--- src/rtl/piso_pkg.sv ---
// Shared definitions for the piso transmitter and its matching receiver:
// FSM state encoding and bit-counter sizing.
package piso_pkg;

    typedef enum logic {
        IDLE  = 1'b0,
        SHIFT = 1'b1
    } state_t;

    // Counter width: clog2(w), never narrower than one bit.
    function automatic int cnt_w(input int w);
        return (w > 1) ? $clog2(w) : 1;
    endfunction

endpackage

--- src/rtl/bit_counter.sv ---
// Modulo-WIDTH bit counter with clear, enable and a last-bit flag.
module bit_counter
    import piso_pkg::*;
#(
    parameter int WIDTH = 4,
    parameter int CW    = cnt_w(WIDTH)
) (
    input  logic          clk,
    input  logic          rst,
    input  logic          clr,
    input  logic          en,
    output logic [CW-1:0] cnt,
    output logic          last
);

    assign last = (cnt == CW'(WIDTH - 1));

    always_ff @(posedge clk) begin
        if (rst || clr)
            cnt <= '0;
        else if (en)
            cnt <= last ? '0 : cnt + 1'b1;
    end

endmodule

--- src/rtl/piso_tx.sv ---
// Parallel-in/serial-out transmitter with a one-word holding register so
// consecutive words stream with no idle bit between them.
module piso_tx
    import piso_pkg::*;
#(
    parameter int WIDTH     = 4,
    parameter bit MSB_FIRST = 1'b1
) (
    input  logic             clk,
    input  logic             rst,
    input  logic [WIDTH-1:0] ins,
    input  logic             in_valid,
    output logic             in_ready,
    output logic             sout,
    output logic             sout_valid,
    output logic             sof,
    output logic             busy
);

    localparam int CW = cnt_w(WIDTH);

    state_t           state_q, state_d;
    logic [WIDTH-1:0] sreg, hold;
    logic             hold_full;
    logic [CW-1:0]    cnt;
    logic             last;
    logic             accept;
    logic             ld_in, ld_hold, adv, wr_hold, go_idle;

    function automatic logic first_bit(input logic [WIDTH-1:0] w);
        return MSB_FIRST ? w[WIDTH-1] : w[0];
    endfunction

    function automatic logic [WIDTH-1:0] drop_bit(input logic [WIDTH-1:0] w);
        return MSB_FIRST ? (w << 1) : (w >> 1);
    endfunction

    assign in_ready = !hold_full;
    assign accept   = in_valid && in_ready;
    assign busy     = (state_q == SHIFT) || hold_full;
    // Counter sits at 0 exactly while the first bit of a word is on sout.
    assign sof      = sout_valid && (cnt == '0);

    bit_counter #(.WIDTH(WIDTH), .CW(CW)) u_cnt (
        .clk  (clk),
        .rst  (rst),
        .clr  (ld_in || ld_hold || go_idle),
        .en   (adv),
        .cnt  (cnt),
        .last (last)
    );

    always_ff @(posedge clk) begin
        if (rst)
            state_q <= IDLE;
        else
            state_q <= state_d;
    end

    always_comb begin
        state_d = state_q;
        ld_in   = 1'b0;
        ld_hold = 1'b0;
        adv     = 1'b0;
        wr_hold = 1'b0;
        go_idle = 1'b0;
        case (state_q)
            IDLE: begin
                if (accept) begin
                    ld_in   = 1'b1;
                    state_d = SHIFT;
                end
            end
            SHIFT: begin
                if (!last) begin
                    adv     = 1'b1;
                    wr_hold = accept;
                end else if (hold_full) begin
                    ld_hold = 1'b1;
                end else if (accept) begin
                    ld_in   = 1'b1;
                end else begin
                    go_idle = 1'b1;
                    state_d = IDLE;
                end
            end
            default: state_d = IDLE;
        endcase
    end

    // sout is registered: the loaded word's first bit goes straight out,
    // the shifter keeps only the bits still to send.
    always_ff @(posedge clk) begin
        if (rst) begin
            sreg       <= '0;
            hold       <= '0;
            hold_full  <= 1'b0;
            sout       <= 1'b0;
            sout_valid <= 1'b0;
        end else begin
            if (ld_in) begin
                sout       <= first_bit(ins);
                sreg       <= drop_bit(ins);
                sout_valid <= 1'b1;
            end else if (ld_hold) begin
                sout       <= first_bit(hold);
                sreg       <= drop_bit(hold);
                sout_valid <= 1'b1;
                hold_full  <= 1'b0;
            end else if (adv) begin
                sout <= first_bit(sreg);
                sreg <= drop_bit(sreg);
            end else if (go_idle) begin
                sout       <= 1'b0;
                sout_valid <= 1'b0;
            end
            if (wr_hold) begin
                hold      <= ins;
                hold_full <= 1'b1;
            end
        end
    end

endmodule

--- config.mk ---
export PLATFORM = sky130hd
export DESIGN_NAME = piso_tx
export DESIGN_NICKNAME = d
export VERILOG_FILES = /design/src/rtl/piso_pkg.sv /design/src/rtl/bit_counter.sv /design/src/rtl/piso_tx.sv
export SDC_FILE = /design/constraint.sdc
export NUM_CORES = 1
export LEC_CHECK = 0
export ABC_CLOCK_PERIOD_IN_PS = 1750
export CORE_MARGIN = 10
export CORE_UTILIZATION = 50
export DETAILED_ROUTE_END_ITERATION = 16
export GPL_ROUTABILITY_DRIVEN = 0
export PLACE_DENSITY = 0.76
export SLEW_MARGIN = 20
export SYNTH_ARGS = -nofsm -noshare
export SYNTH_HDL_FRONTEND = slang
export SYNTH_SLANG_ARGS = --single-unit
export TNS_END_PERCENT = 10
--- constraint.sdc ---
create_clock -name clk -period 1.75 [get_ports clk]
set_input_delay 0.4375 -clock clk [delete_from_list [all_inputs] [get_ports clk]]
set_output_delay 0.4375 -clock clk [all_outputs]
set_load 0.02 [all_outputs]
* Word-level counts from Yosys, hierarchy flattened *
Cells that the tools add are included.

word-level totals
  bits in registers = 13
  output and inout bits = 5
  logic and storage cells = 58

operators by class
  $add $sub $neg = 1
  equal/unequal tests = 3
  mux-type cells = 32
  bitwise logic cells = 1
  reduce and logical (&&, ||, !) cells = 14

operators by type and width
  operator                                                number
  2-to-1 mux 1 bit                                        26
  2-to-1 mux 4 bit                                        3
  nonzero test 3 bit                                      2
  logical OR 1 bit                                        4
  one-hot mux 1 bit (2 select lines)                      2
  AND reduction 2 bit                                     2
  nonzero test 4 bit                                      1
  inequality test 3 bit (second input constant)           1
  adder 2 x 1 -> 2 bit (second input constant)            1
  equality test 2 bit (second input constant)             1
  logical AND 1 bit                                       2
  zero test 2 bit                                         1
  2-to-1 mux 2 bit                                        1
  inequality test 2 x 1 -> 1 bit (second input constant)  1
  nonzero test 2 bit                                      1
  zero test 1 bit                                         1
  inverter 1 bit                                          1

* Logic depth before layout (Yosys ltp) *
Gate-level depths: netlist of the first run.

  word-level depth = 10
  depth in mapped cells = 6
  depth with buffers taken out = 5

* By module *
From an unflattened synthesis of the first run, not the netlist that was laid out.

unflattened totals
  cell total of the unflattened synthesis = 73
  area total of the unflattened synthesis = 674.4 um2

modules (own cells, without submodules)
  module       times used  cells each  area each (um2)
  piso_tx      1           65          579.3
  bit_counter  1           8           95.1

* Worst setup path before layout of the first run *
OpenSTA, ideal clock, no wires.

  path type = reg2reg
  start = register u_cnt.cnt[0]
  end = register sreg[2]
  setup time = 0.134 ns
  arrival = 1.441 ns
  required time = 1.616 ns
  path slack = 0.176 ns
  stages on the path, launching flop included = 7
  path buffers = 1
  clock period less this slack = 1.574 ns
  cells stage by stage = dfxtp_1 -> ha_1 -> and2_1 -> buf_6 -> mux2_2 -> o2111ai_1 -> a21oi_1

on the way
  cells in the longest elaborated chain, start to end = 5

ends and longest elaborated chain
  element                 RTL line           source
  start, declared         bit_counter.sv:12  output logic [CW-1:0] cnt,
  start signal, assigned  bit_counter.sv:22  cnt <= last ? '0 : cnt + 1'b1;
  equality test 2 bit *   bit_counter.sv:16  assign last = (cnt == CW'(WIDTH - 1));
  2-to-1 mux 1 bit        piso_tx.sv:75      if (!last) begin
  2-to-1 mux 1 bit        piso_tx.sv:67      case (state_q)
  2-to-1 mux 4 bit        piso_tx.sv:105     end else if (ld_hold) begin
  2-to-1 mux 4 bit        piso_tx.sv:101     if (ld_in) begin
  end signal, assigned    piso_tx.sv:103     sreg <= drop_bit(ins);
  end signal, assigned    piso_tx.sv:107     sreg <= drop_bit(hold);
  end signal, assigned    piso_tx.sv:112     sreg <= drop_bit(sreg);
  end, declared           piso_tx.sv:23      logic [WIDTH-1:0] sreg, hold;

Mark *: on every way between the ends. The rest lies on a longest branch, timed or not.
A chain may end at the register's enable or synchronous reset.

* Final worst setup path of the first run *
  start = register sout_valid
  end = output sout_valid

RTL lines
  element                 RTL line        source
  start, declared         piso_tx.sv:15   output logic sout_valid,
  start signal, assigned  piso_tx.sv:99   sout_valid <= 1'b0;
  start signal, assigned  piso_tx.sv:104  sout_valid <= 1'b1;
  start signal, assigned  piso_tx.sv:108  sout_valid <= 1'b1;

No word-level cell between the ends.

==> summary.md, run 1 <==
| Metric | Value |
|---|---|
| Post-synthesis to final-layout area growth | `26.0%` |
| CTS H-Tree Depth | `1` |
| Crit end category | `output port` |
| Antenna-violating nets left | `0` |
| WP data arrival | `around 1200 ps` |
| Share of cells above drive strength 1 | `18.4%` |
| Final core utilization | `67.7%` |
| Wire length of the first global-routing pass | `2820 um` |
| Busiest layer in global routing | `met2` |
| Pwr dens | `~740 nW/um2` |
| Kind of cell adding the most delay to the critical path | `buffers and inverters` |
| Root buf cell | `clkbuf_4` |
| Slew @ Worst Pin | `536 ps` |
| Dominant cells by area after synthesis | `dfxtp_1, mux2i_1, ha_1, a21oi_1, a211oi_1` |
| TritonCTS buffer count | `3` |
| Vias in the first global route | `671` |
| Mean routed wirelength per cell | `approximately 14 um` |
| Mapped cell area | `717 um2` |
| Worst-Skew Late Latency | `~280 ps` |
| DR vias/cell | `5.52` |
| DRC viols | `0` |
| Period utilisation layout | `between 90% and 100%` |
| Starting Density | `53.8%` |
| Req. time, crit path | `1310 ps` |
| Setup TNS | `0 ps` |
| Core area | `1330 um2` |
| Global route overflow | `0` |
| VDD IR max | `about 0.43 mV` |
| Largest net degree at the start of global routing | `14` |
| Filler cells | `118` |
| Seq cells post-synth | `13` |
| Headroom to the max-slew limit | `64.2%` |
| Via count | `651` |
| Mapped Nets | `94` |
| Initial antenna violation count | `0` |
| CTS sink cnt | `13` |
| CTS Hold Buffers Added | `0` |
| Synth warn | `0` |
| Synth cell types | `35` |
| # diodes | `0` |
| Final Hold Fails | `0` |
| Top cell type's share of synthesized area | `between 30% and 40%` |
| FP Rows | `13` |
| DPL Wire Length | `1300 um` |
| CTS tree | `built` |
| Worst min path class | `flip-flop to flip-flop` |
| Crit Path Category | `flip-flop to output port` |
| Yosys top cell by area | `dfxtp_1` |
| Slowest cell on the critical path | `clkdlybuf4s50_1` |
| CP Launch Type | `flip-flop` |
| Worst-path clk slew | `80 ps` |
| Status | `completed` |
| Max Cap Viol | `0` |
| Post-synthesis sequential area ratio | `36.3%` |
| Leakage | `roughly 0.37 nW` |
| Slew Viols, Final | `0` |
| Total Routing Usage GR | `10.4%` |
| Initial detailed-routing violation count | `7` |
| Tmin final | `1680 ps` |
| Die width | `57.9 um` |
| Final setup fails | `0` |
| Met3 GRT Util | `5.66%` |
| RSZ-0062 raised after global routing | `no` |
| Die ar. | `3350 um2` |
| Fin Clk Skew | `6.85 ps` |
| CP Cell Sequence | `clkdlybuf4s50_1` |
| Die Ht | `slightly below 60 um` |
| Crit path max fanout | `3` |
| Total wire length | `1690 um` |
| Cells after Synth | `84` |
| Buf+Inv Stages, Crit Path | `1` |
| Number of I/O pins | `12` |
| Fmax | `roughly 0.60 GHz` |
| Nets@finish | `114` |
| GR met2 Demand/Resource | `around 17%` |
| Grt met1 use | `about 11%` |
| Buffers added on ports | `11` |
| DRT Pass-1 Iters | `4` |
| Max clock buf depth | `2` |
| Crit-path max cell delay | `610 ps` |
| Syn avg cell area | `approximately 8.5 um2` |
[metrics by stage]
| stage | setup slack (ps) | total power [W] | instance area, um2 | cells | hold WS, ps |
|---|---|---|---|---|---|
| final | 70.1 | 0.000671 | 903 | 118 | 464 |
| after global routing | 8.10 | 0.000713 | 903 | 118 | 485 |
| after floorplan | 176 | 0.000428 | 717 | 84 | 441 |
| after CTS | 12.0 | 0.000683 | 908 | 118 | 469 |
| after global placement | 7.59 | 0.000496 | 885 | 114 | 450 |
| after detailed placement | -23.7 | 0.000500 | 885 | 114 | 457 |
[power breakdown]
part           leakage (nW)  switching [W]  total (W)  internal, W
clock                0.0150      0.0000955   0.000184    0.0000885
combinational         0.247      0.0000830   0.000159    0.0000763
sequential            0.107      0.0000117   0.000328     0.000316
total                 0.369       0.000190   0.000671     0.000481
[routing by layer]
metal / share of wire [%] / vias to the layer above / wire, um
met4: 0 / 0 / 0
li1: - / 339 / -
met5: 0 / - / 0
met1: 45 / 303 / 750
met3: 6.1 / 0 / 103
met2: 49 / 9 / 832
[sequential cells by signal (all words and copies together) (netlist names)]
register	count
sreg	3
sout_valid	1
hold_full	1
hold	4
sout	1
state_q	1
u_cnt.cnt	2
[area by class of cell]
class	instances	area, um2	share of cell area, %
repair buffers	20	170	18.8
flip-flops and latches	13	260	28.8
inverters	6	22.5	2.49
well taps	15	18.8	2.08
clock buffers	4	26.3	2.91
multi-input cells	60	405	44.9
[cells in the final DEF (no fill, tap or decap), types with 2 or more instances in the layout]
| cell type | Yosys | routed |
|---|---|---|
| a211oi_1 | 4 | 4 |
| a21oi_1 | 7 | 7 |
| and2_1 | 2 | 2 |
| buf_4 | 0 | 9 |
| clkbuf_4 | 0 | 3 |
| clkdlybuf4s50_1 | 0 | 8 |
| dfxtp_1 | 13 | 13 |
| dlygate4sd2_1 | 0 | 2 |
| ha_1 | 3 | 3 |
| inv_1 | 6 | 6 |
| mux2i_1 | 6 | 6 |
| nand2_1 | 6 | 6 |
| nand2b_1 | 2 | 2 |
| nor2_1 | 6 | 6 |
| nor3_1 | 3 | 3 |
| o21ai_0 | 2 | 2 |
[worst paths after layout]
path                          end                      start  slack [ps]  cells after the start
max reg2reg  sreg[2]$_SDFFE_PP0P_  u_cnt.cnt[0]$_SDFFE_PP0P_         130                      6
min          sreg[3]$_SDFFE_PP0P_       sreg[3]$_SDFFE_PP0P_         460                      2
max                    sout_valid    sout_valid$_SDFFE_PP0P_          70                      1
min reg2reg  sreg[3]$_SDFFE_PP0P_       sreg[3]$_SDFFE_PP0P_         460                      2
[what timing repair did]
item | 4_1_cts | 5_1_grt
endpoints found under the setup margin | 3 | 1
gates cloned | 0 | 0
buffers inserted | 0 | 0
resized for setup | 4 | 1
[logic make-up (layout without fill, tap and decap cells)]
family / count (synthesis) / after routing / share of synthesized area [%]
compound gates: 22 / 22 / 20.9
flops: 13 / 13 / 36.3
mux: 7 / 7 / 9.95
simple gates: 28 / 28 / 20.4
buf+inv: 11 / 30 / 7.15
fa+ha+maj: 3 / 3 / 5.24
[Yosys cell counts]
| cell | n |
|---|---|
| o211ai_1 | 1 |
| nor2_1 | 6 |
| ha_1 | 3 |
| buf_6 | 1 |
| clkbuf_2 | 1 |
| a211oi_1 | 4 |
| dfxtp_1 | 13 |
| a32oi_1 | 1 |
| and2b_1 | 1 |
| a211o_1 | 1 |
| o2bb2ai_1 | 1 |
| and4_2 | 1 |
| a21oi_1 | 7 |
| nor3_1 | 3 |
| and2_1 | 2 |
| nand2_1 | 6 |
| and3_2 | 1 |
| buf_2 | 1 |
| a22oi_1 | 1 |
| a31oi_1 | 1 |
| o2111ai_1 | 1 |
| inv_1 | 6 |
| mux2i_1 | 6 |
| or3_1 | 1 |
| or2_2 | 1 |
| mux2_2 | 1 |
| nand4_1 | 1 |
| a21oi_2 | 1 |
| clkbuf_1 | 2 |
| a21bo_2 | 1 |
| nand3_1 | 1 |
| o21ai_0 | 2 |
| nand2b_1 | 2 |
| nor2b_1 | 1 |
| and3_1 | 1 |
[worst register-to-register path, cell delays in order, from the launching register on]
cell	delay, ps
dfxtp_1	320
buf_4	140
ha_1	270
nand2b_1	230
or3_1	320
o2111ai_1	110
a21oi_1	90
Power figures use the tool's default switching activity.
==> run 2: changes to the inputs <==
CAP_MARGIN = 20   (was default)
SETUP_SLACK_MARGIN = 0.1   (was default)
==> summary.md, run 2 (same netlist as run 1, synthesis figures left out) <==
| Metric | Value |
|---|---|
| Root buf cell | `clkbuf_4` |
| Buffers added on ports | `11` |
| Register name with the most flops | `hold` |
| Global route overflow | `0` |
| DR vias/cell | `5.38` |
| Worst Setup SP | `u_cnt.cnt[0]$_SDFFE_PP0P_` |
| CTS sink cnt | `13` |
| Commonest cells after routing, fill and taps aside | `dfxtp_1, buf_4` |
| Max clock buf depth | `2` |
| Worst R2R Start | `u_cnt.cnt[0]$_SDFFE_PP0P_` |
| Worst min path class | `flip-flop to flip-flop` |
| CTS tree | `built` |
| Hold Path Stages | `2` |
| Die width | `a little under 60 um` |
| Crit path max fanout | `6` |
| Worst r2r dst | `sreg[2]$_SDFFE_PP0P_` |
| CP Launch Type | `flip-flop` |
| Status | `completed` |
| Die ar. | `3350 um2` |
| VDD IR max | `0.435 mV` |
| Crit Path Category | `flip-flop to flip-flop` |
| Register-to-Register Path Depth | `6` |
| FP Rows | `13` |
| Fin Clk Skew | `6.60 ps` |
| Placed Area | `885 um2` |
| Nets@finish | `114` |
| Final setup fails | `0` |
| Antenna-violating nets left | `0` |
| Crit end category | `flip-flop` |
| Tmin final | `1630 ps` |
| Number of I/O pins | `12` |
| DRC viols | `0` |
| Total wire length | `1700 um` |
| Worst-path clk slew | `about 80 ps` |
| Slew @ Worst Pin | `between 500 and 600 ps` |
| Period utilisation layout | `92.9%` |
| Final core utilization | `between 60% and 70%` |
| CTS H-Tree Depth | `1` |
| Wire length of the first global-routing pass | `roughly 2800 um` |
| Core area | `1330 um2` |
| Filler cells | `122` |
| DPL Wire Length | `between 1000 and 1500 um` |
| Final Hold Fails | `0` |
| Worst setup path endpoint | `sreg[2]$_SDFFE_PP0P_` |
| Worst hold margin | `464 ps` |
| Final Cell Area | `907 um2` |
| Top Registers | `hold (4), sreg (3), u_cnt.cnt (2)` |
| Largest net degree at the start of global routing | `14` |
| CTS Hold Buffers Added | `0` |
| Die Ht | `57.9 um` |
| Headroom to the max-slew limit | `64.3%` |
| Share of cells above drive strength 1 | `20.4%` |
| Starting Density | `53.8%` |
| Leakage | `~0.38 nW` |
| Total Routing Usage GR | `between 10% and 20%` |
| Worst-Skew Late Latency | `~280 ps` |
| TritonCTS buffer count | `3` |
| Initial antenna violation count | `0` |
| Max Cap Viol | `0` |
| Setup TNS | `0 ps` |
| Slew Viols, Final | `0` |
| Mean routed wirelength per cell | `14.4 um` |
| Via count | `635` |
| Post-synthesis to final-layout area growth | `26.5%` |
| Max reg flops | `4` |
| Vias in the first global route | `roughly 670` |
| WP data arrival | `between 1500 and 2000 ps` |
| Req. time, crit path | `about 1900 ps` |
| # diodes | `0` |
| Commonest non-fill, non-tap cell in the layout | `dfxtp_1` |
| RSZ-0062 raised after global routing | `yes` |
| Pwr dens | `740 nW/um2` |
| DRT Pass-1 Iters | `4` |
| Fmax | `about 0.61 GHz` |
| Initial detailed-routing violation count | `6` |
| R2R Setup Slk | `120 ps` |
## run 2: cell count changes in the layout (fill, tap and decap cells not counted)
cell	change
clkdlybuf4s15_2	+1
buf_2	+1
a21oi_2	+1
dlygate4sd2_1	+1
a21oi_1	-1
clkdlybuf4s50_1	-2
clkbuf_2	-1
## run 2: repair_timing
action | 4_1_cts | 5_1_grt
buffers inserted | 0 | 0
pin swaps | 0 | 0
gates resized for setup | 10 | 1
setup endpoints to repair | 5 | 9
## run 2: worst max-delay path, stage by stage, from the launching register on
cell and delay [ps]:
dfxtp_1 320, buf_4 140, ha_1 270, nand2b_1 240, or3_1 320, o2111ai_1 110
a21oi_1 90
## run 2: cell type report
type / count / area (um2) / share of cell area, %
Multi-Input combinational cell: 60 / 409 / 45.1
Inverter: 6 / 22.5 / 2.48
Tap cell: 15 / 18.8 / 2.07
Timing Repair Buffer: 20 / 170 / 18.8
Clock buffer: 4 / 26.3 / 2.90
Sequential cell: 13 / 260 / 28.7
## run 2: per-stage QoR
stage                     std cells  power (W)  setup WS, ps
final                           118   0.000671           124
after global routing            118   0.000714          47.1
after CTS                       118   0.000680           111
after detailed placement        114   0.000500         -23.7
after global placement          114   0.000496          7.59
after floorplan                  84   0.000428           176
## run 2: how the worst min path moves through the flow
| stage | from | end | slack, ps |
|---|---|---|---|
| 2_1_floorplan | sreg[3]$_SDFFE_PP0P_ | sreg[3]$_SDFFE_PP0P_ | 440 |
| 3_3_place_gp | sreg[3]$_SDFFE_PP0P_ | sreg[3]$_SDFFE_PP0P_ | 450 |
| 3_5_place_dp | sreg[3]$_SDFFE_PP0P_ | sreg[3]$_SDFFE_PP0P_ | 460 |
| 4_1_cts | sreg[3]$_SDFFE_PP0P_ | sreg[3]$_SDFFE_PP0P_ | 470 |
| 5_1_grt | sreg[3]$_SDFFE_PP0P_ | sreg[3]$_SDFFE_PP0P_ | 480 |
| 6_report | sreg[3]$_SDFFE_PP0P_ | sreg[3]$_SDFFE_PP0P_ | 460 |
## run 2: power by group
group | total (W) | internal [W] | switching (W) | leakage (nW)
registers | 0.000328 | 0.000316 | 0.0000116 | 0.107
clock network | 0.000184 | 0.0000885 | 0.0000957 | 0.0150
logic | 0.000159 | 0.0000753 | 0.0000839 | 0.254
## run 2: layer usage
metal / track usage [%] / share of wire [%] / up-vias
met5: 0 / 0 / -
met4: 3.36 / 0.35 / 0
met3: 5.66 / 6.9 / 2
met2: 16.9 / 49 / 14
met1: 11.2 / 44 / 281
li1: - / - / 338
==> run 3: changes to the inputs <==
==> constraint.sdc (replaced) <==
create_clock -name clk -period 1.75 [get_ports clk]
set_input_delay 0.35 -clock clk [delete_from_list [all_inputs] [get_ports clk]]
set_output_delay 0.35 -clock clk [all_outputs]
set_load 0.02 [all_outputs]
==> summary.md, run 3 (same netlist as run 1, synthesis figures left out) <==
| Metric | Value |
|---|---|
| Crit Path Category | `flip-flop to output port` |
| Kind of cell adding the most delay to the critical path | `buffers and inverters` |
| Pwr dens | `approximately 750 nW/um2` |
| DRC viols | `0` |
| Die Ht | `roughly 58 um` |
| Req. time, crit path | `between 1000 and 1500 ps` |
| Filler cells | `118` |
| RSZ-0062 raised after global routing | `no` |
| Status | `completed` |
| Top Registers | `hold (4), sreg (3), u_cnt.cnt (2)` |
| Period utilisation layout | `90.8%` |
| Crit path max fanout | `3` |
| Share of cells above drive strength 1 | `19.0%` |
| Reg area | `between 200 and 300 um2` |
| Fin cells | `115` |
| Register name with the most flops | `hold` |
| DR vias/cell | `5.65` |
| Initial antenna violation count | `0` |
| Worst-Skew Late Latency | `270 ps` |
| CTS Hold Buffers Added | `0` |
| Max clock buf depth | `2` |
| Crit end category | `output port` |
| CTS sink cnt | `13` |
| WP data arrival | `between 1000 and 1500 ps` |
| Worst min path class | `flip-flop to flip-flop` |
| Max reg flops | `4` |
| Mean routed wirelength per cell | `14.5 um` |
| Headroom to the max-slew limit | `64.0%` |
| DPL Wire Length | `1240 um` |
| Core area | `1330 um2` |
| CP Cell Sequence | `clkdlybuf4s50_1` |
| Die width | `between 50 and 60 um` |
| Area occupied by multi-input gates | `405 um2` |
| # diodes | `0` |
| Slew Viols, Final | `0` |
| Via count | `650` |
| Buffers added on ports | `11` |
| Starting Density | `between 50% and 60%` |
| Total wire length | `1660 um` |
| Leakage | `0.357 nW` |
| Final setup fails | `0` |
| Number of I/O pins | `12` |
| Max Cap Viol | `0` |
| CTS H-Tree Depth | `1` |
| Initial detailed-routing violation count | `12` |
| Commonest cells after routing, fill and taps aside | `dfxtp_1, clkdlybuf4s50_1, a21oi_1` |
| Crit-path max cell delay | `a little over 600 ps` |
| Vias in the first global route | `roughly 640` |
| Largest net degree at the start of global routing | `14` |
| Buf+Inv Stages, Crit Path | `1` |
| Slowest cell on the critical path | `clkdlybuf4s50_1` |
| Antenna-violating nets left | `0` |
| Worst-path clk slew | `around 80 ps` |
| Total Routing Usage GR | `10.1%` |
| CP Launch Type | `flip-flop` |
| Placed cell count | `about 110` |
| Slew @ Worst Pin | `538 ps` |
| Final Hold Fails | `0` |
| Fmax | `0.629 GHz` |
| FP Rows | `13` |
| Wire length of the first global-routing pass | `between 2000 and 3000 um` |
| Global route overflow | `0` |
| Post-synthesis to final-layout area growth | `23.4%` |
| Tmin final | `roughly 1600 ps` |
| Setup TNS | `0 ps` |
| VDD IR max | `0.383 mV` |
| Fin Clk Skew | `1.05 ps` |
| Root buf cell | `clkbuf_4` |
| CTS tree | `built` |
| DRT Pass-1 Iters | `4` |
| Die ar. | `3350 um2` |
| TritonCTS buffer count | `3` |
| Nets@finish | `approximately 110` |
| Commonest non-fill, non-tap cell in the layout | `dfxtp_1` |
run 3: changes by cell type in the layout (fill, tap and decap cells not counted), moves of 2 or more:
| cell | before | now |
|---|---|---|
| clkdlybuf4s50_1 | 6 | 8 |
| buf_4 | 9 | 6 |
| dfxtp_2 | 0 | 2 |
| dfxtp_1 | 13 | 11 |
run 3: worst min-delay path, cell delays in order (launching register included):
cell	delay [ps]
dfxtp_1	320
nand2_1	70
a21oi_2	50
run 3: worst paths after layout:
| path | startpoint | to | slack, ps | cells after the start |
|---|---|---|---|---|
| max | sout_valid$_SDFFE_PP0P_ | sout_valid | 160 | 1 |
| max reg2reg | u_cnt.cnt[0]$_SDFFE_PP0P_ | hold[0]$_SDFFE_PP0P_ | 210 | 6 |
| min reg2reg | sreg[3]$_SDFFE_PP0P_ | sreg[3]$_SDFFE_PP0P_ | 470 | 2 |
| min | sreg[3]$_SDFFE_PP0P_ | sreg[3]$_SDFFE_PP0P_ | 470 | 2 |
run 3: power by group:
part / leakage, nW / switching [W] / internal [W]
Combinational: 0.231 / 0.0000801 / 0.0000708
Clock: 0.0177 / 0.0000993 / 0.0000847
Sequential: 0.108 / 0.0000141 / 0.000317
Total: 0.357 / 0.000193 / 0.000472
run 3: metrics by stage:
step	power (W)	hold WS (ps)	utilization (%)	instance area, um2	worst slack, ps
CTS	0.000678	472	66.6	888	43.1
finish	0.000666	472	66.3	885	160
floorplan	0.000428	419	-	717	176
detailed placement	0.000493	460	64.6	862	62.3
global placement	0.000490	451	64.6	862	91.7
global route	0.000705	487	66.3	885	112
run 3: final cells by class:
type,instances,share of cell area [%]
inverters,6,2.55
multi-input cells,60,45.8
clock buffers,3,2.55
repair buffers,17,16.7
clock inverters,1,0.566
well taps,15,2.12
flip-flops and latches,13,29.7
run 3: routing by layer:
metal | GRT usage (%) | share of wire, % | wire length, um
met1 | 10.5 | 46 | 760
met2 | 16.9 | 49 | 822
met3 | 4.36 | 3.9 | 65
met4 | 5.37 | 1.0 | 17
met5 | 0 | 0 | 0
run 3: repair_timing:
action	CTS	global route
cloned	0	0
setup buffers	0	0
gates resized for setup	5	2
pin swaps	0	0
endpoints found under the setup margin	3	1
